<file path="src/rtl/fifo_sync_param.sv">
// Single-clock parametrised FIFO with thresholds, occupancy and sticky errors.
// Optional FIFO_WATERMARK_EN adds a max_count high-water-mark output.
module fifo_sync_param #(
  parameter int WIDTH    = 8,
  parameter int DEPTH    = 16,
  parameter int AF_LEVEL = 14,
  parameter int AE_LEVEL = 2
) (
  input  logic                     clk,
  input  logic                     rst,
  input  logic                     clear,
  input  logic                     wr_en,
  input  logic [WIDTH-1:0]         data_in,
  input  logic                     rd_en,
  output logic [WIDTH-1:0]         data_out,
  output logic                     full,
  output logic                     empty,
  output logic                     almost_full,
  output logic                     almost_empty,
  output logic [$clog2(DEPTH):0]   count,
  output logic                     overflow,
  output logic                     underflow
`ifdef FIFO_WATERMARK_EN
  ,
  output logic [$clog2(DEPTH):0]   max_count
`endif
);

  localparam int AW = $clog2(DEPTH);
  localparam int CW = AW + 1;

  localparam logic [CW-1:0] FULL_C = CW'(DEPTH);
  localparam logic [CW-1:0] AF_C   = CW'(AF_LEVEL);
  localparam logic [CW-1:0] AE_C   = CW'(AE_LEVEL);

  logic [WIDTH-1:0] mem [DEPTH];
  logic [AW-1:0]    wr_ptr;
  logic [AW-1:0]    rd_ptr;
  logic [CW-1:0]    cnt_nxt;
  logic             wr_acc;
  logic             rd_acc;

  assign rd_acc = rd_en && !empty;
  assign wr_acc = wr_en && (!full || rd_acc);

  assign full         = (count == FULL_C);
  assign empty        = (count == '0);
  assign almost_full  = (count >= AF_C);
  assign almost_empty = (count <= AE_C);

  // Occupancy after this edge; a simultaneous read and write cancel out.
  always_comb begin
    cnt_nxt = count;
    if (clear) begin
      cnt_nxt = '0;
    end else if (wr_acc && !rd_acc) begin
      cnt_nxt = count + 1'b1;
    end else if (rd_acc && !wr_acc) begin
      cnt_nxt = count - 1'b1;
    end
  end

  // Storage array is deliberately left unreset.
  always_ff @(posedge clk) begin
    if (wr_acc && !clear) begin
      mem[wr_ptr] <= data_in;
    end
  end

  // Pointers, occupancy, read data and sticky error flags.
  always_ff @(posedge clk or negedge rst) begin
    if (!rst) begin
      wr_ptr    <= '0;
      rd_ptr    <= '0;
      count     <= '0;
      data_out  <= '0;
      overflow  <= 1'b0;
      underflow <= 1'b0;
    end else if (clear) begin
      wr_ptr    <= '0;
      rd_ptr    <= '0;
      count     <= '0;
      data_out  <= '0;
      overflow  <= 1'b0;
      underflow <= 1'b0;
    end else begin
      count <= cnt_nxt;
      if (wr_acc) begin
        wr_ptr <= wr_ptr + 1'b1;
      end
      if (rd_acc) begin
        rd_ptr   <= rd_ptr + 1'b1;
        data_out <= mem[rd_ptr];
      end
      if (wr_en && !wr_acc) begin
        overflow <= 1'b1;
      end
      if (rd_en && !rd_acc) begin
        underflow <= 1'b1;
      end
    end
  end

`ifdef FIFO_WATERMARK_EN
  // High-water mark of occupancy since the last reset or flush.
  always_ff @(posedge clk or negedge rst) begin
    if (!rst) begin
      max_count <= '0;
    end else if (clear) begin
      max_count <= '0;
    end else if (cnt_nxt > max_count) begin
      max_count <= cnt_nxt;
    end
  end
`endif

endmodule

</file>
<file path="config.mk">
export PLATFORM = sky130hd
export DESIGN_NAME = fifo_sync_param
export DESIGN_NICKNAME = d
export VERILOG_FILES = /design/src/rtl/fifo_sync_param.sv
export SDC_FILE = /design/constraint.sdc
export NUM_CORES = 1
export LEC_CHECK = 0
export BUFFER_PORTS_ARGS = -buffer_cell sky130_fd_sc_hd__buf_2
export CORE_UTILIZATION = 23
export CTS_BUF_LIST = sky130_fd_sc_hd__clkbuf_8
export DETAILED_ROUTE_END_ITERATION = 8
export PLACE_DENSITY = 0.38
export SYNTH_ARGS = -nofsm -noshare
export SYNTH_HDL_FRONTEND = slang
export SYNTH_SLANG_ARGS = --single-unit
</file>
<file path="constraint.sdc">
create_clock -name clk -period 3.5 [get_ports clk]
set_clock_uncertainty 0.2 [all_clocks]
set_input_delay 0.175 -clock clk [delete_from_list [all_inputs] [get_ports clk]]
set_output_delay 0.175 -clock clk [all_outputs]
set_load 0.01 [all_outputs]
</file>
**After elaboration in Yosys (flattened, before gate mapping)**

Memories as Yosys holds them, arrays and structs flattened.
Index checks and enable logic that the tools add are counted.

- Word-level logic and storage cells: 48
- Memories: 1
- Register bits after elaboration: 23
- RAM bits: 128

- Equal/unequal tests: 1
- Add/sub/neg operators: 4
- Mux-type cells: 15
- $lt $le $gt $ge: 2
- Reductions and logical operators: 19

Memory list:

| memory | depth | bits a word | rd ports | clocked after memory_dff | wr ports | line | source |
|---|---|---|---|---|---|---|---|
| mem | 16 | 8 | 1 | 0 | 1 | 36 | `logic [WIDTH-1:0] mem [DEPTH];` |

Operator list:

| cell | number |
|---|---|
| two-way mux 4 bit | 4 |
| two-way mux 8 bit | 2 |
| two-way mux 5 bit | 3 |
| adder 4 x 1 -> 4 bit (second input constant) | 2 |
| nonzero test 2 bit | 4 |
| logical AND 1 bit | 7 |
| two-way mux 1 bit | 6 |
| adder 5 x 1 -> 5 bit (second input constant) | 1 |
| == test 5 bit (second input constant) | 1 |
| >= comparator 5 x 4 -> 1 bit (second input constant) | 1 |
| less-or-equal comparator 5 x 2 -> 1 bit (second input constant) | 1 |
| zero test 1 bit | 5 |
| zero test 5 bit | 1 |
| subtractor 5 x 1 -> 5 bit (second input constant) | 1 |
| nonzero test 3 bit | 1 |
| logical OR 1 bit | 1 |

**Longest topological paths before layout**

- Word-level depth: 10
- Mapped depth: 9
- Mapped depth without buffers: 8

**Worst setup path before layout**

OpenSTA, ideal clock, no wires.

- Path kind: register to register
- Start point: reg count[1]
- End point: reg count[2]
- Library setup time: 0.128 ns
- Path buffers: 1
- Setup slack: 0.627 ns
- Required time: 3.172 ns
- Stages on the path, launching flop included: 9
- Arrival: 2.546 ns
- Cells stage by stage: dfrtp_1 -> or4_4 -> o21ai_2 -> buf_2 -> nand2_1 -> fa_1 -> xnor2_1 -> nor2_1 -> mux2_1

- Longest elaborated chain between the ends: 8
- Elaborated cells on any way between the ends: 17
- Those cells by class: 2 x add/sub; 1 x eq/ne; 3 x mux; 11 x reduce/logical

Ends and longest elaborated chain:

| element | line | source |
|---|---|---|
| start: declaration | 20 | `output logic [$clog2(DEPTH):0] count,` |
| start signal: assignment | 87 | `count <= cnt_nxt;` |
| parallel branches: the longest is 8 deep, another holds subtractor 5 x 1 -> 5 bit | -- |  |

Several ways; the timed one is not identified. The select of a mux whose other input is x is not followed.
A chain may end at the register's enable or synchronous reset.

**Worst setup path after layout**

- Start point: reg count[1]
- End point: reg count[4]

Same word-level chain as after synthesis.

==> impl_metrics.yaml <==
global_routing:
  grt_busiest_layer: "met2"
  leftover_overflow_at_the_end_of_global_routing: 0
  grt_start_max_net_pins: 35
  first_pass_grt_wire_length_um: 21820
  gr-usage-met2_pct: 16.81
  globalRouteTotalUtil_pct: 10.89
  met1_track_usage_gr_pct: 15.04
  gr-usage-met3_pct: 2.780
  grt_antenna_before_repair: 0
  grt_pass1_vias: 3453
power:
  p_total_w: 0.004381
  share_clk_of_total_power_pct: 30.7
  worst_ir_drop_vdd_uv: 196.6
  power.share.sequential_pct: 48.6
  power_per_cell_area_nw_per_um2: 590.3
  p_leak_nw: 2.494
  netSwitchingPower_w: 0.001288
  power.switching_fraction_pct: 29.40
  pwr-share-comb_pct: 20.7
  internal-power_w: 0.003093
place:
  post_place_cells: 711
  port-buffer-count: 31
  globalplace.congestion: 0.7323
  pre_cts_ws_ns: 0.4886
  place_hpwl_um: 9070
synth:
  ys_async_sr_fraction_pct: 15.23
  synth_area_leaders: "sky130_fd_sc_hd__edfxtp_1 (62%), sky130_fd_sc_hd__mux4_2 (12%), sky130_fd_sc_hd__dfrtp_1 (9.2%)"
  synth_edf_count: 128
  synth_area_leader_cell: "sky130_fd_sc_hd__edfxtp_1"
  synthesis.instances: 344
  syn_area_per_cell_um2: 18.12
  synth.ff_latch_count: 151
  sequential_share_of_the_synthesized_area_pct: 70.91
  synth_top_flop_cell: "sky130_fd_sc_hd__edfxtp_1"
  syn_nets: 367
  yosysTopAreaCellShare_pct: 61.67
  netlist_area_um2: 6232
  yosys_warnings: 0
  ys_types: 36
floorplanning:
  die_h_um: 166.6
  start_util_pct: 23.65
  rows: 59
  top_level_port_count: 32
  placeableCoreArea_um2: 26350
  die_x_um: 166.6
  die_area_um2: 27760
clock_tree:
  post_cts_clock_slew_at_the_launch_and_capture_registers_of_the_worst_setup_and_hold_paths_ns: 0.08
  postCtsSetupBuffers: 0
  tritoncts_clock_tree: "yes"
  clock_sink_count: 151
  cts_made_buffers: 17
  clock-root-buffer: "sky130_fd_sc_hd__clkbuf_8"
  cts-root-to-sink-buffers: 2
  clk-insertion-delay-late_ns: 0.44
  htree_num_levels: 4
  post_cts_resized: 0
run_status:
  failed_checks: "design-rule violations"
  run_status: "complete, but fails checks"
timing:
  setup_slack_ns: 0.4863
  drv_slew: 0
  hold_viol_final: 0
  setup-violations-final: 0
  final.period_utilization_pct: 86.11
  max_slew.worst_pin.slew_ns: 1.004
  final_period_minus_worst_setup_slack_ns: 3.014
  timing.max_slew.rel_slack_pct: 32.80
  rsz_0062_raised_after_global_routing: "false"
  tns_ns: 0
  timing.fmax_mhz: 331.8
detailed_routing:
  ant_nets: 0
  dr_total_vias: 3274
  drc: 4
  iteration_count_of_the_initial_detailed_routing_pass: 6
  dr.first_iter.drc_count: 194
  route.detailed.wl_per_inst_um: 18.84
  detail_route.wirelength_um: 14260
  avgViaCountPerCell: 4.325
worst_setup_path:
  critical_path.max_fanout: 11
  worst_setup_path_start_kind: "register"
  endpoint_kind: "register"
  criticalPathCategory: "reg -> reg"
  crit_path_arrival_time_ns: 3.12
  critical_path_required_ns: 3.61
layout:
  fill_cells: 2604
  layout-drive-gt1-share_pct: 28.44
  layout.cells.non_filler: 757
  seq_area_um2: 4420
  finish.net_count: 432
  area_growth_syn_to_layout_pct: 19.09
  antennaDiodeCount: 0
  multiInputGateArea_um2: 1692
min_path:
  worstHoldPathType: "in -> async"
run:
  cap_viol_max_count: 0
cell families after synthesis:
kind of cell,synth area share (%)
buffers and inverters,1.947
multiplexers,15.52
adder cells (fa/ha/maj),2.128
AO/OA/AOI/OAI,4.196
XOR/XNOR,0.9838
flip-flops,70.91
AND/OR/NAND/NOR,4.317
worst max-delay path, cell delays in order, from the launching register on:
cell and delay [ns]:
sky130_fd_sc_hd__dfrtp_1 0.46, sky130_fd_sc_hd__or4_4 0.68, sky130_fd_sc_hd__o31a_1 0.37, sky130_fd_sc_hd__nand2_1 0.22
sky130_fd_sc_hd__ha_1 0.32, sky130_fd_sc_hd__a21oi_1 0.25, sky130_fd_sc_hd__a41oi_1 0.15, sky130_fd_sc_hd__mux2i_1 0.16
sky130_fd_sc_hd__a21oi_1 0.08
layout make-up:
cell class              instances  share of cell area (%)
clock buffers                  17                   3.152
clock inverters                15                   2.225
inverters                       9                  0.4552
multi-input cells             165                   22.79
flip-flops and latches        151                   59.56
well taps                     335                   5.647
repair buffers                 65                   6.170
cell usage after synthesis, drive strengths merged, types with 2 or more instances:
cell type / count
o221ai: 8
nand2: 7
edfxtp: 128
xor2: 3
inv: 9
nand3: 14
or3: 5
clkbuf: 9
nor2: 30
ha: 9
o311ai: 2
mux4: 32
o21ai: 6
mux2i: 20
buf: 10
xnor2: 4
a21oi: 10
dfrtp: 23
mux2: 3
power by group through the flow:
stage | Clock (W) | Sequential (W) | Combinational [W]
finish | 0.00134 | 0.00213 | 0.000909
global route | 0.00147 | 0.00215 | 0.00101
CTS | 0.00140 | 0.00214 | 0.000929
detailed placement | 0 | 0.00218 | 0.000909
global placement | 0 | 0.00218 | 0.000904
floorplan | 0 | 0.00214 | 0.000641
state kept, by name, summed over array words and instances, names as in the netlist:
signal and flops:
mem 128, count 5, underflow 1, wr_ptr 4, rd_ptr 4, overflow 1
data_out 8
cells in the final DEF, fill, tap and decap left out, types with 5 or more instances in the layout:
| master | synthesis | layout |
|---|---|---|
| sky130_fd_sc_hd__nor2_1 | 30 | 30 |
| sky130_fd_sc_hd__ha_1 | 9 | 9 |
| sky130_fd_sc_hd__inv_1 | 9 | 9 |
| sky130_fd_sc_hd__a21oi_1 | 10 | 10 |
| sky130_fd_sc_hd__dlygate4sd3_1 | 0 | 14 |
| sky130_fd_sc_hd__clkbuf_8 | 0 | 17 |
| sky130_fd_sc_hd__mux2i_1 | 19 | 19 |
| sky130_fd_sc_hd__buf_4 | 0 | 19 |
| sky130_fd_sc_hd__o221ai_1 | 8 | 8 |
| sky130_fd_sc_hd__nand3_1 | 14 | 14 |
| sky130_fd_sc_hd__nand2_1 | 7 | 7 |
| sky130_fd_sc_hd__dfrtp_1 | 23 | 22 |
| sky130_fd_sc_hd__edfxtp_1 | 128 | 128 |
| sky130_fd_sc_hd__mux4_2 | 32 | 32 |
| sky130_fd_sc_hd__buf_2 | 7 | 31 |
| sky130_fd_sc_hd__or3_1 | 5 | 5 |
path summary, 6_finish.rpt:
| check | start | slack, ns | depth (start not counted) | endpoint |
|---|---|---|---|---|
| max in group asynchronous | rst | 2.54 | 2 | rd_ptr[1]$_DFFE_PN0P_ |
| hold / removal | rst | 0.09 | 2 | count[4]$_DFFE_PN0P_ |
| min in group clk | data_out[2]$_DFFE_PN0P_ | 0.35 | 2 | data_out[2]$_DFFE_PN0P_ |
| setup / recovery | count[1]$_DFFE_PN0P_ | 0.49 | 8 | count[4]$_DFFE_PN0P_ |
| hold reg to reg | data_out[2]$_DFFE_PN0P_ | 0.35 | 2 | data_out[2]$_DFFE_PN0P_ |
| setup reg to reg | count[1]$_DFFE_PN0P_ | 0.49 | 8 | count[4]$_DFFE_PN0P_ |
layer usage:
metal	up-vias	part of all wire (%)
met1	1703	49
met3	9	3.6
li1	1497	-
met5	-	0
met4	0	0.97
met2	65	46
per-stage QoR:
step	util (%)	instance area [µm²]	hold slack, ns
after floorplan	-	6232	-0.3206
after global placement	26.12	6883	0.02215
after detailed placement	26.12	6883	0.03640
after CTS	28.16	7422	0.09369
after global routing	28.16	7422	0.1181
final	28.16	7422	0.08866
what timing repair did:
action | 4_1_cts | 5_1_grt
setup endpoints to repair | 0 | 0
hold buffers | 14 | 0
hold endpoints to repair | 162 | 0
No activity file was read; power rests on OpenSTA's default activity.
